===== config.mk =====
export PLATFORM = sky130hd
export DESIGN_NAME = demux12_reg
export DESIGN_NICKNAME = d
export VERILOG_FILES = /design/src/rtl/demux12_reg_pkg.sv /design/src/rtl/demux_slot.sv /design/src/rtl/demux12_reg.sv
export VERILOG_INCLUDE_DIRS = /design/src /design/src/rtl
export SDC_FILE = /design/constraint.sdc
export NUM_CORES = 1
export LEC_CHECK = 0
export ABC_AREA = 1
export CAP_MARGIN = 15
export CORE_AREA = 5 5 42 44
export DETAILED_ROUTE_END_ITERATION = 8
export DIE_AREA = 0 0 47 49
export MAX_ROUTING_LAYER = met4
export PLACE_DENSITY = 0.67
export SKIP_LAST_GASP = 1
export SYNTH_ARGS = -nofsm -noshare
export SYNTH_HDL_FRONTEND = slang
export SYNTH_HIERARCHICAL = 1
export SYNTH_SLANG_ARGS = --single-unit

===== constraint.sdc =====
create_clock -name clk -period 1.95 [get_ports clk]
set_input_delay 0.39 -clock clk [delete_from_list [all_inputs] [get_ports clk]]
set_output_delay 0.39 -clock clk [all_outputs]
set_load 0.02 [all_outputs]

===== src/rtl/demux_defs.vh =====
// demux_defs.vh
//   Shared defines for the demux12_reg block.
//   DEMUX_SEL_P0 / DEMUX_SEL_P1 : select values that steer a word to port 0 / port 1.
//   DEMUX_CNT_W                 : width of the optional delivered-word counters.
`ifndef DEMUX_DEFS_VH
`define DEMUX_DEFS_VH

`define DEMUX_SEL_P0 1'b0
`define DEMUX_SEL_P1 1'b1
`define DEMUX_CNT_W 8

`endif


===== src/rtl/demux12_reg_pkg.sv =====
// demux12_reg_pkg
//   Types and helpers shared by the demux12_reg top and its demux_slot sub-module.
//   slot_state_e : per-port holding-register state (EMPTY / FULL).
//   CNT_W        : width of the delivered-word counters (only used when DEMUX_STATS_EN is defined).
//   sat_inc      : saturating increment for those counters.
`include "demux_defs.vh"

package demux12_reg_pkg;

    typedef enum logic {
        SLOT_EMPTY = 1'b0,
        SLOT_FULL  = 1'b1
    } slot_state_e;

    localparam int CNT_W = `DEMUX_CNT_W;

    // Counters stick at all-ones instead of wrapping back to zero.
    function automatic logic [CNT_W-1:0] sat_inc(input logic [CNT_W-1:0] value);
        logic [CNT_W-1:0] result;
        result = value;
        if (value != {CNT_W{1'b1}}) begin
            result = value + CNT_W'(1);
        end
        return result;
    endfunction

endpackage


===== src/rtl/demux_slot.sv =====
// demux_slot
//   One destination slot of the registered demux: a single-entry holding register with
//   a valid flag, valid/ready drain logic and an optional saturating delivery counter.
//   Optional feature macro: DEMUX_STATS_EN (adds the cnt output and its counter).
// Ports
//   clk        in   rising-edge clock
//   rst        in   asynchronous active-high reset
//   load       in   top-level accept steered to this slot (only asserted when slot_ready)
//   load_data  in   WIDTH-bit word to capture on load
//   slot_ready out  slot can take a word this cycle (empty, or being drained)
//   out_data   out  registered data word
//   out_valid  out  slot holds an undelivered word
//   out_ready  in   consumer takes the word when out_valid && out_ready
//   cnt        out  delivered-word count, saturating (DEMUX_STATS_EN only)
`include "demux_defs.vh"

module demux_slot
    import demux12_reg_pkg::*;
#(
    parameter int WIDTH = 4
) (
    input  logic             clk,
    input  logic             rst,
    input  logic             load,
    input  logic [WIDTH-1:0] load_data,
    output logic             slot_ready,
    output logic [WIDTH-1:0] out_data,
    output logic             out_valid,
    input  logic             out_ready
`ifdef DEMUX_STATS_EN
    ,
    output logic [CNT_W-1:0] cnt
`endif
);

    slot_state_e      state_q;
    slot_state_e      state_d;
    logic [WIDTH-1:0] data_q;
    logic [WIDTH-1:0] data_d;
    logic             drain;

    assign out_valid  = (state_q == SLOT_FULL);
    assign out_data   = data_q;
    assign drain      = out_valid && out_ready;
    // A word leaving this cycle frees the slot, so a new one can land on the same edge.
    assign slot_ready = !out_valid || out_ready;

    // Next-state: a load always wins (covers both EMPTY->FULL and drain+reload),
    // otherwise a drain empties the slot but leaves the last data word in place.
    always_comb begin
        state_d = state_q;
        data_d  = data_q;
        if (load) begin
            state_d = SLOT_FULL;
            data_d  = load_data;
        end else if (drain) begin
            state_d = SLOT_EMPTY;
        end
    end

    // Slot state and holding register; reset discards any held word.
    always_ff @(posedge clk or posedge rst) begin
        if (rst) begin
            state_q <= SLOT_EMPTY;
            data_q  <= '0;
        end else begin
            state_q <= state_d;
            data_q  <= data_d;
        end
    end

`ifdef DEMUX_STATS_EN
    logic [CNT_W-1:0] cnt_q;
    logic [CNT_W-1:0] cnt_d;

    assign cnt = cnt_q;

    // Count completed deliveries only; accepts are not counted.
    always_comb begin
        cnt_d = cnt_q;
        if (drain) begin
            cnt_d = sat_inc(cnt_q);
        end
    end

    // Delivery counter register.
    always_ff @(posedge clk or posedge rst) begin
        if (rst) begin
            cnt_q <= '0;
        end else begin
            cnt_q <= cnt_d;
        end
    end
`endif

endmodule


===== src/rtl/demux12_reg.sv =====
// demux12_reg
//   Registered 1-to-2 demultiplexer with valid/ready handshakes. A word on d is steered to
//   port 0 or port 1 by s; each port has its own one-entry slot so a stalled consumer on one
//   port never blocks traffic to the other.
//   Optional feature macro: DEMUX_STATS_EN (adds cnt0/cnt1 delivered-word counters).
// Ports
//   clk, rst              rising-edge clock, asynchronous active-high reset
//   d, s, in_valid        producer word, destination select (0 -> out0, 1 -> out1), valid
//   in_ready              word accepted when in_valid && in_ready (independent of in_valid)
//   out0, out0_valid      port 0 registered data and valid
//   out0_ready            port 0 consumer ready
//   out1, out1_valid      port 1 registered data and valid
//   out1_ready            port 1 consumer ready
//   cnt0, cnt1            per-port delivered-word counters, saturating (DEMUX_STATS_EN only)
`include "demux_defs.vh"

module demux12_reg
    import demux12_reg_pkg::*;
#(
    parameter int WIDTH = 4
) (
    input  logic             clk,
    input  logic             rst,
    input  logic [WIDTH-1:0] d,
    input  logic             s,
    input  logic             in_valid,
    output logic             in_ready,
    output logic [WIDTH-1:0] out0,
    output logic             out0_valid,
    input  logic             out0_ready,
    output logic [WIDTH-1:0] out1,
    output logic             out1_valid,
    input  logic             out1_ready
`ifdef DEMUX_STATS_EN
    ,
    output logic [`DEMUX_CNT_W-1:0] cnt0,
    output logic [`DEMUX_CNT_W-1:0] cnt1
`endif
);

    logic sel_p0;
    logic sel_p1;
    logic ready0;
    logic ready1;
    logic accept;
    logic load0;
    logic load1;

    assign sel_p0 = (s == `DEMUX_SEL_P0);
    assign sel_p1 = (s == `DEMUX_SEL_P1);

    // Readiness follows only the selected slot, so in_ready never depends on in_valid.
    assign in_ready = sel_p1 ? ready1 : ready0;
    assign accept   = in_valid && in_ready;
    assign load0    = accept && sel_p0;
    assign load1    = accept && sel_p1;

    demux_slot #(
        .WIDTH (WIDTH)
    ) u_slot0 (
        .clk        (clk),
        .rst        (rst),
        .load       (load0),
        .load_data  (d),
        .slot_ready (ready0),
        .out_data   (out0),
        .out_valid  (out0_valid),
        .out_ready  (out0_ready)
`ifdef DEMUX_STATS_EN
        ,
        .cnt        (cnt0)
`endif
    );

    demux_slot #(
        .WIDTH (WIDTH)
    ) u_slot1 (
        .clk        (clk),
        .rst        (rst),
        .load       (load1),
        .load_data  (d),
        .slot_ready (ready1),
        .out_data   (out1),
        .out_valid  (out1_valid),
        .out_ready  (out1_ready)
`ifdef DEMUX_STATS_EN
        ,
        .cnt        (cnt1)
`endif
    );

endmodule

# Word-level counts from Yosys, hierarchy flattened
# Cells that the tools add are included.
# totals
output_inout_bits	11
reg_bits	10
inputBits	10
# op_classes
bitwise_logic	1
mux	5
reduce_logical	11
# op_table
cell	count
$logic_and A1 B1 Y1	5
$mux W1	5
$reduce_bool A2 Y1	2
$logic_not A1 Y1	2
$logic_or A1 B1 Y1	2
$not A1 Y1	1

# Depth between registers and ports, before layout
# Gate-level depths: netlist of the first run.
# depth
ltp_word	6
ltp_mapped	7
ltp_nobuf	7

# By module
# The synthesis of the first run kept the hierarchy.
# modules_own_cells
mod	seq_area_each_um2	instances	cells_each	area_per_inst_um2
demux_slot	125.1	2	22	188.9
demux12_reg	0.0	1	7	31.3

# Least setup slack after synthesis of the first run
# OpenSTA, ideal clock, no wires.
# synth_timing
path_kind	register to output
from	reg u_slot0.state_q (netlist: u_slot0/out_valid)
to	out in_ready
stages_incl_launch_ff	4
arrival_time_ns	0.770
n_path_buf	0
required_ns	1.560
slack_ns	0.790
cell_sequence	dfrtp_1 > nand2_1 > nand2_2 > nand2_1
# synth_between
elab_chain_len	3
# synth_rtl
element	line	source
start, declared	demux_slot.sv:36	slot_state_e state_q;
start signal, assigned	demux_slot.sv:67	state_q <= state_d;
$logic_not A1 Y1	demux_slot.sv:46	assign slot_ready = !out_valid || out_ready;
$logic_or A1 B1 Y1	demux_slot.sv:46	
via ready0	demux12_reg.sv:43	logic ready0;
$mux W1	demux12_reg.sv:53	assign in_ready = sel_p1 ? ready1 : ready0;
end, declared	demux12_reg.sv:27	output logic in_ready,
# The timed path passes the listed nets, and every way through them passes these cells.

# Final worst setup path of the first run
# layout_timing
from	in out1_ready
to	out in_ready
# layout_between
elab_chain_len	2
# layout_rtl
element	line	source
start, declared	demux12_reg.sv:33	input logic out1_ready
$logic_or A1 B1 Y1	demux_slot.sv:46	
via ready1	demux12_reg.sv:44	logic ready1;
$mux W1	demux12_reg.sv:53	
# The timed path passes the listed nets, and every way through them passes these cells.

==> results of run 1 <==
synthesized netlist by cell type (all sizes together):
master  number
nand2       31
dfrtp       10
inv          8
nor2         2
power by group through the flow:
stage,sequential [mW],clock (mW),combinational [mW]
2_1_floorplan,0.296,0,0.0414
3_3_place_gp,0.257,0,0.181
3_5_place_dp,0.258,0,0.184
4_1_cts,0.254,0.189,0.183
5_1_grt,0.259,0.200,0.194
6_report,0.254,0.181,0.180
path summary, 6_finish.rpt:
check                                          from             endpoint  slack [ns]  depth (start not counted)
worst min-delay path                            rst  u_slot1/out_data[2]        0.35                          2
max in group asynchronous                       rst  u_slot0/out_data[0]        1.42                          2
worst max-delay path                     out1_ready             in_ready        0.16                          6
worst max register to register    u_slot1/out_valid  u_slot1/out_data[2]        0.67                          7
min in group clk                u_slot1/out_data[0]  u_slot1/out_data[0]        0.47                          2
worst min register to register  u_slot1/out_data[0]  u_slot1/out_data[0]        0.47                          2
kinds of logic after synthesis:
group / after synthesis
AND/OR/NAND/NOR: 33
flip-flops: 10
buffers and inverters: 8
sequential cells by signal, indices dropped and copies added, names as in the netlist:
name	flops
u_slot1/out_data	4
u_slot0/out_valid	1
u_slot1/out_valid	1
u_slot0/out_data	4
cell type report:
class	count	area [sq um]
Clock buffer	4	36.3
Tap cell	16	20.0
Timing Repair Buffer	24	229
Sequential cell	10	250
Fill cell	150	707
Multi-Input combinational cell	33	129
Inverter	8	30.0
layer usage:
| metal | track usage (%) | vias up |
|---|---|---|
| li1 | - | 206 |
| met1 | 11.6 | 176 |
| met2 | 13.3 | 15 |
| met3 | 1.48 | 0 |
| met4 | 6.91 | 0 |
| met5 | - | - |
placed cells by master (no fill, tap or decap):
cell type         n
buf_4             4
nand2_2           1
clkbuf_8          1
clkbuf_4          3
dfrtp_1          10
nor2_2            1
inv_2             2
dlygate4sd2_1     1
nand2_1          30
nor2_1            1
clkdlybuf4s50_1  19
inv_1             6
==> results.sh, run 1 <==
export IMPL_yosys_warnings=6
export IMPL_synth_compound_area_share_pct=0
export IMPL_grt_pass1_vias=385
export IMPL_design_area_sq_um=694
export IMPL_ys_types=7
export IMPL_worstSetupStartpointType="primary input"
export IMPL_crit_family="buffers and inverters"
export IMPL_crit_buf_inv=3
export IMPL_worst_hold_slack_ns=0.353
export IMPL_routed_wl_met2_um=451
export IMPL_clkSinkCount=10
export IMPL_tritoncts="yes"
export IMPL_path_clk_slew_ns=0.07
export IMPL_cpPeakStageDelay_ns=0.45
export IMPL_routedWlPerCell_um=9.81
export IMPL_grt_total_usage_pct=9.42
export IMPL_final_cells=95
export IMPL_place_area_sq_um=659
export IMPL_p_leak_nw=0.372
export IMPL_wirelength_um=932
export IMPL_grt_pass1_wl_mm=1.56
export IMPL_p_seq_share_pct=41.3
export IMPL_start_util_pct=29.2
export IMPL_synth_top_family_by_area="simple AND/OR/NAND/NOR gates"
export IMPL_cp_common_cell="nand2_1"
export IMPL_muxShareOfSynthArea_pct=0
export IMPL_path_cells="clkdlybuf4s50_1 -> inv_1 -> nand2_1 -> nand2_1 -> nand2_1 -> dlygate4sd2_1"
export IMPL_netlist_instances=51
export IMPL_synth_fa_ha_area_share_pct=0
export IMPL_placed_cells=91
export IMPL_finalSetupTns_ns=0
export IMPL_yosys_top_cells_area="dfrtp_1 (61%), nand2_1 (28%), inv_1 (5.5%)"
export IMPL_ys_seq_area_share_pct=61.2
export IMPL_power_total_uw=615
export IMPL_end_kind="output port"
export IMPL_hold_buffers=0
export IMPL_dp_hpwl_um=780
export IMPL_cp_arrival_ns=1.40
export IMPL_p_int_uw=442
export IMPL_area_growth_pct=69.7
export IMPL_ant_nets=0
export IMPL_setup_viol=0
export IMPL_synth_simple_gate_area_share_pct=31.5
export IMPL_layout_min_cycle_time_ns=1.79
export IMPL_synth_avg_cell_area_sq_um=8.02
export IMPL_synth_area_leader_cell="dfrtp_1"
export IMPL_io_buffers=20
export IMPL_place_ws_ns=-0.126
export IMPL_power_clock_fraction_pct=29.4
export IMPL_synth_xor_area_share_pct=0
export IMPL_fin_nets=90
export IMPL_dr_pass1_iters=4
export IMPL_grt_max_degree=7
export IMPL_cts_root_buf="clkbuf_4"
export IMPL_antenna_found_initial=0
export IMPL_crit_slowest_cell="clkdlybuf4s50_1"
export IMPL_dieArea_sq_um=2300
export IMPL_placementRows=14
export IMPL_ys_seq_elements=10
export IMPL_grt_overflow=0
export IMPL_worst_pin_slew_ns=0.354
export IMPL_drc=0
export IMPL_max_freq_mhz=558
export IMPL_clkLatencyLatePin_ns=0.26
export IMPL_clockBufferDepth=2
export IMPL_p_comb_share_pct=29.3
export IMPL_timing_final_crit_share_pct=92.0
export IMPL_cts_made_buffers=3
export IMPL_vias_per_cell=4.18
export IMPL_cts_resized=1
export IMPL_hold_class="in -> async"
export IMPL_antenna_cells=0
export IMPL_coreArea_sq_um=1400
export IMPL_vias=397
export IMPL_worstPathRequired_ns=1.56
export IMPL_top_layer="met3"
export IMPL_cts_setup_buffers=0
export IMPL_drv_slew=0
export IMPL_wl_met1_um=388
export IMPL_htreeDepth=1
export IMPL_vdd_ir_drop_max_mv=0.350
export IMPL_critPathKind="in -> out"
export IMPL_fin_worst_skew_ns=0.00284
export IMPL_synth_nets=61
export IMPL_max_slew_margin_pct=76.3
export IMPL_synth_top_area_share_pct=61.2
export IMPL_syn_area_sq_um=409
export IMPL_drt_iter0_drc=4
export IMPL_setup_slack_ns=0.156
export IMPL_status="finished, final reports clean"
export IMPL_power_switching_uw=173
export IMPL_pin_count=21
export IMPL_swShare_pct=28.1
export IMPL_wl_met3_um=92
export IMPL_max_cap_violations=0
export IMPL_rsz0062_at_grt="no"
export IMPL_powerDensity_nw_per_um2=885
export IMPL_globalplace_congestion=0.705
export IMPL_die_height_um=49
export IMPL_final_layout_size_suffix_gt1_share_pct=15.2
export IMPL_fin_util_pct=49.6
export IMPL_die_w_um=47
export IMPL_worstPathMaxFanout=2
export IMPL_finalHoldViolations=0
No activity file was read; power rests on OpenSTA's default activity.
==> run 2, diff against run 1 <==
- GPL_ROUTABILITY_DRIVEN: not set -> 0
==> results of run 2 <==
Same layout as run 1: the final DEF is identical, and so are final timing and power.
==> patch 1: new RTL, settings of run 2 <==
`WIDTH` is set to 4 in 2 places; all go to 5.
--- a/src/rtl/demux_slot.sv
+++ b/src/rtl/demux_slot.sv
@@ -17,7 +17,7 @@
 module demux_slot
     import demux12_reg_pkg::*;
 #(
-    parameter int WIDTH = 4
+    parameter int WIDTH = 5
 ) (
     input  logic             clk,
     input  logic             rst,
--- a/src/rtl/demux12_reg.sv
+++ b/src/rtl/demux12_reg.sv
@@ -17,7 +17,7 @@
 module demux12_reg
     import demux12_reg_pkg::*;
 #(
-    parameter int WIDTH = 4
+    parameter int WIDTH = 5
 ) (
     input  logic             clk,
     input  logic             rst,
Ports: changed (resized d, out0 and out1); port bits go from 21 to 24. The function was not compared with the original's and may differ.
==> patch 1 against run 2 <==
Total power is 16% higher. Wire length is 14% higher. Maximum frequency is 0.13% higher. Worst setup slack better by 0.0023 ns. Highest routed layer is now met4. Cell area is 16% higher. Register-to-register slack better by 0.11 ns. Cell count is 13% higher. Area after synthesis is 18% higher. Non-clock buffer count is 4 higher. Sequential cell count is 2 higher. Count of clock-buffer cells in the layout stayed put. Die area stayed put. Utilization is 7.9 points higher. Global-route usage is 1.9 points higher.
==> patch 1: results (changes against run 2) <==
* # fillers at 140 (-6.7%)
* Met1 usage at 0.142 (+0.0260)
* PortBufs at 23 (+15%)
* Share of cells above drive strength 1 at 0.143 (-0.00904)
* DR vias at 437 (+10%)
* VDD IR max at 470 uV (+34%)
* CTS HTree Levels at 1 (unchanged)
* Post-Route WL at 1060 um (+14%)
* Min-delay worst type: primary input to async pin
* Largest net degree at the start of global routing at 8 (+1)
* Clock slew at reported path FFs at 0.08 ns
* Vias in the first global route at 459 (+19%)
* Seq/Total Area, Yosys at 0.623 (+0.0118)
* Placed insts at 103 (+13%)
* Longest Clk Path Bufs at 2 (unchanged)
* Critical Path AT at 1.40 ns (about the same)
* # diodes at 0 (unchanged)
* Post-synth top flop: dfrtp_1
* Worst-Skew Late Latency at 0.27 ns
* Setup WS pre-CTS at -0.129 ns (-0.00313 ns)
* Syn_nets at 70 (+15%)
* Leakage at 0.000430 uW (+16%)
* GR met2 Demand/Resource at 0.161 (+0.0271)
* Yosys warning count at 6 (unchanged)
* Clk_skew at 0.00516 ns (+0.00232 ns)
* Antenna violations before repair at 0 (unchanged)
* Ys async rst share at 1.00 (unchanged)
* Met3 usage at 0.0332 (+0.0185)
* Root Driver: clkbuf_4
* Top cells by area, synth: dfrtp_1 (62%), nand2_1 (28%), inv_1 (4.7%)
* Synthesis-to-layout area growth at 67.0%
* Critical-path maximum fanout at 2 (unchanged)
* Fin cells at 107 (+13%)
* DPL Wire Length at 868 um (+11%)
* Slew HR at 0.843 (+0.0802)
* Status: complete, no violations
* Netlist cell types at 7 (unchanged)
* Placed cell areas at 769 sq um (+17%)
* Total GRT Usage at 0.113 (+0.0185)
* Synth top cells by count: nand2_1 (36), dfrtp_1 (12), inv_1 (6)
* Drt pass-1 iters at 3 (-1)
* Fin. Hold Viols at 0 (unchanged)
* Global-route wire length before repair at 1840 um (+18%)
* Total CTS buffers at 3 (unchanged)
* Initial drt markers at 7 (+3)
* Mapped Cells at 59 (+16%)
patch 1: cell count changes in the layout (fill, tap and decap cells not counted):
cell                    run 2  this run
nand2_1                    30        36
clkdlybuf4s50_1            19        22
buf_4                       4         5
dfrtp_1                    10        12
patch 1: final cells by class:
cell class,count,area share
clock buffer,4,0.0451
inverter,8,0.0373
multi-input combinational,39,0.188
sequential,12,0.373
tap,16,0.0249
timing repair buffer,28,0.331
patch 1: path summary, 6_finish.rpt:
check	endpoint	from	slack, ns	cells after the start
min in group clk	u_slot1/out_data[4]$_DFFE_PP0P_	u_slot1/out_data[4]$_DFFE_PP0P_	0.48	2
hold / removal	u_slot1/out_data[1]$_DFFE_PP0P_	rst	0.36	2
max in group asynchronous	u_slot1/out_data[2]$_DFFE_PP0P_	rst	1.39	2
setup reg to reg	u_slot0/out_data[3]$_DFFE_PP0P_	u_slot0/out_valid$_DFFE_PP0P_	0.78	7
hold reg to reg	u_slot1/out_data[4]$_DFFE_PP0P_	u_slot1/out_data[4]$_DFFE_PP0P_	0.48	2
setup / recovery	in_ready	out1_ready	0.16	6
patch 1: cell families (layout without fill, tap and decap cells):
logic type	after synthesis	after routing	synth area share
DFF	12	12	0.623
and+or+nand+nor	39	39	0.314
buffers and inverters	8	40	0.0623
patch 1: metal layers:
layer,vias to the layer above,share of wire
met3,2,0.076
met5,-,0
met1,186,0.44
li1,235,-
met2,14,0.47
met4,0,0.016
patch 1: where the power goes:
part | internal [uW] | switching, uW | total (uW)
logic | 108 | 106 | 213
registers | 286 | 19.7 | 305
clock network | 113 | 80.0 | 193
total | 507 | 206 | 712
patch 1: through the flow:
step | power, uW | util
global placement | 526 | 0.549
detailed placement | 528 | 0.549
finish | 712 | 0.574
global route | 755 | 0.574
floorplan | 404 | -
CTS | 720 | 0.574
patch 1: timing repair:
item,4_1_cts,5_1_grt
hold buffers,0,0
endpoints found under the setup margin,1,0
buffers inserted,0,0
gates resized for setup,1,0
patch 1: critical path, stage by stage:
cell and delay (ns):
clkdlybuf4s50_1 0.45, inv_1 0.03, nand2_1 0.07, nand2_1 0.07, nand2_1 0.06, dlygate4sd2_1 0.32
==> patch 2: new RTL, settings of run 2 <==
Made on the original files. Take the reset off `data_q` and load it in a clocked block of its own.
--- a/src/rtl/demux_slot.sv
+++ b/src/rtl/demux_slot.sv
@@ -62,11 +62,13 @@
     always_ff @(posedge clk or posedge rst) begin
         if (rst) begin
             state_q <= SLOT_EMPTY;
-            data_q  <= '0;
         end else begin
             state_q <= state_d;
-            data_q  <= data_d;
         end
+    end
+
+    always_ff @(posedge clk) begin
+        data_q <= data_d;
     end
 
 `ifdef DEMUX_STATS_EN
Formal check against the unedited RTL: not equivalent (Yosys sat finds a counterexample within 4 cycles, from zero or initial values and one cycle with rst high).
==> patch 2 against run 2 <==
Worst setup slack improved by 0.0044 ns. Cell area decreased by 6.1%. Via count decreased by 30%. Utilization decreased by 3.0 points. Area after synthesis decreased by 9.8%. Clock power decreased by 22%. First-iteration DRC count increased by 75%. Sequential cell count unchanged. Total power decreased by 22%. Wire length decreased by 23%. Critical endpoint unchanged. Largest power group unchanged. Highest routed layer unchanged.
==> patch 2: results (changes against run 2) <==
* GR met2 Demand/Resource at 0.118 (-0.0158)
* Longest Clk Path Bufs at 2 (unchanged)
* Total GRT Usage at 0.0792 (-0.0151)
* DR WL met2 at 357 um (-21%)
* # fillers at 151 (+0.67%)
* Clk_skew at 0.00302 ns (+0.000180 ns)
* Placed cell areas at 627 sq um (-4.9%)
* Yosys warning count at 6 (unchanged)
* Clock slew at reported path FFs at 0.07 ns (about the same)
* Global-route wire length before repair at 1200 um (-23%)
* Worst Reg-to-Reg Cells at 4 (-3)
* Met3 usage at 0.0332 (+0.0185)
* Met1 usage at 0.0876 (-0.0286)
* Setup Fix Bufs, Post-CTS at 0 (unchanged)
* Largest net degree at the start of global routing at 7 (unchanged)
* Share of cells above drive strength 1 at 0.250 (+0.0981)
* Initial drt markers at 7 (+3)
* RR Startpoint: u_slot0/out_valid$_DFFE_PP0P_
* DR vias/cell at 3.86 (-7.6%)
* R2R setup slack at 0.77 ns (+0.10 ns)
* Top cells by area, synth: edfxtp_1 (65%), dfrtp_1 (14%), nand2_2 (8.5%)
* Ys async rst share at 0.200 (-0.800)
* Seq/Total Area, Yosys at 0.786 (+0.175)
* Synth top cells by count: edfxtp_1 (8), inv_1 (8), nand2_2 (5)
* Post-synth top flop: edfxtp_1
* Reg2reg end: u_slot0/out_data[0]$_DFFE_PP_
* Commonest non-fill, non-tap cell in the layout: clkdlybuf4s50_1
* Drt pass-1 iters at 2 (-2)
* Post-Route WL at 720 um (-23%)
* Number of synthesized flops with an enable pin at 8 (+8)
* Leakage at 0.000281 uW (-24%)
* DR WL met3 at 86 um (-6.5%)
* Post-route met1 wirelength at 275 um (-29%)
* VDD IR max at 460 uV (+31%)
* Avg Inst Size Synth at 13.7 sq um (+70%)
* Worst-Skew Late Latency at 0.26 ns (about the same)
* # diodes at 0 (unchanged)
* Status: complete, no violations
* DPL Wire Length at 571 um (-27%)
* Switching pwr at 113 uW (-35%)
* Vias in the first global route at 258 (-33%)
* Fin nets at 67 (-26%)
* Slew HR at 0.818 (+0.0551)
* Syn_nets at 37 (-39%)
==> patch 2: how the worst max path moves through the flow <==
stage	start	end	slack [ns]	cells past startpoint
4_1_cts	out1_ready	in_ready	0.16	6
6_report	out1_ready	in_ready	0.16	6
3_5_place_dp	out1_ready	in_ready	-0.11	6
3_3_place_gp	out1_ready	in_ready	-0.10	6
2_1_floorplan	u_slot1/out_valid$_DFFE_PP0P_	u_slot1/out_data[0]$_DFFE_PP_	0.77	3
5_1_grt	out1_ready	in_ready	0.1	6
==> patch 2: per-stage QoR <==
step,util,TNS [ns],hold slack (ns),setup slack (ns),std cells
final,0.465,0,0.287,0.161,72
after global placement,0.447,-0.100,0.563,-0.100,68
after global routing,0.465,0,0.282,0.0965,72
after CTS,0.465,0,0.285,0.157,72
after floorplan,-,0,0.119,0.768,27
after detailed placement,0.447,-0.114,0.567,-0.114,68
==> patch 2: cell families after synthesis <==
group / Yosys count / synth area share
simple gates: 9 / 0.132
buf+inv: 8 / 0.0814
flops: 10 / 0.786
==> patch 2: final cells by class <==
cell class | count | area share
Sequential cell | 10 | 0.445
Timing Repair Buffer | 25 | 0.363
Multi-Input combinational cell | 9 | 0.0749
Inverter | 8 | 0.0461
Clock buffer | 3 | 0.0345
Tap cell | 16 | 0.0307
Clock inverter | 1 | 0.00576
==> patch 2: power groups by stage <==
stage	sequential [uW]	clock, uW	combinational, uW
floorplan	268	0	19.3
global placement	253	0	91.3
detailed placement	253	0	92.6
CTS	248	149	91.7
global route	250	163	98.4
finish	248	142	91.0
==> patch 2: critical path, stage by stage <==
cell             delay [ns]
clkdlybuf4s50_1        0.46
inv_1                  0.04
nand2_2                0.06
nand2_1                0.06
nand2_1                0.06
dlygate4sd2_1          0.33
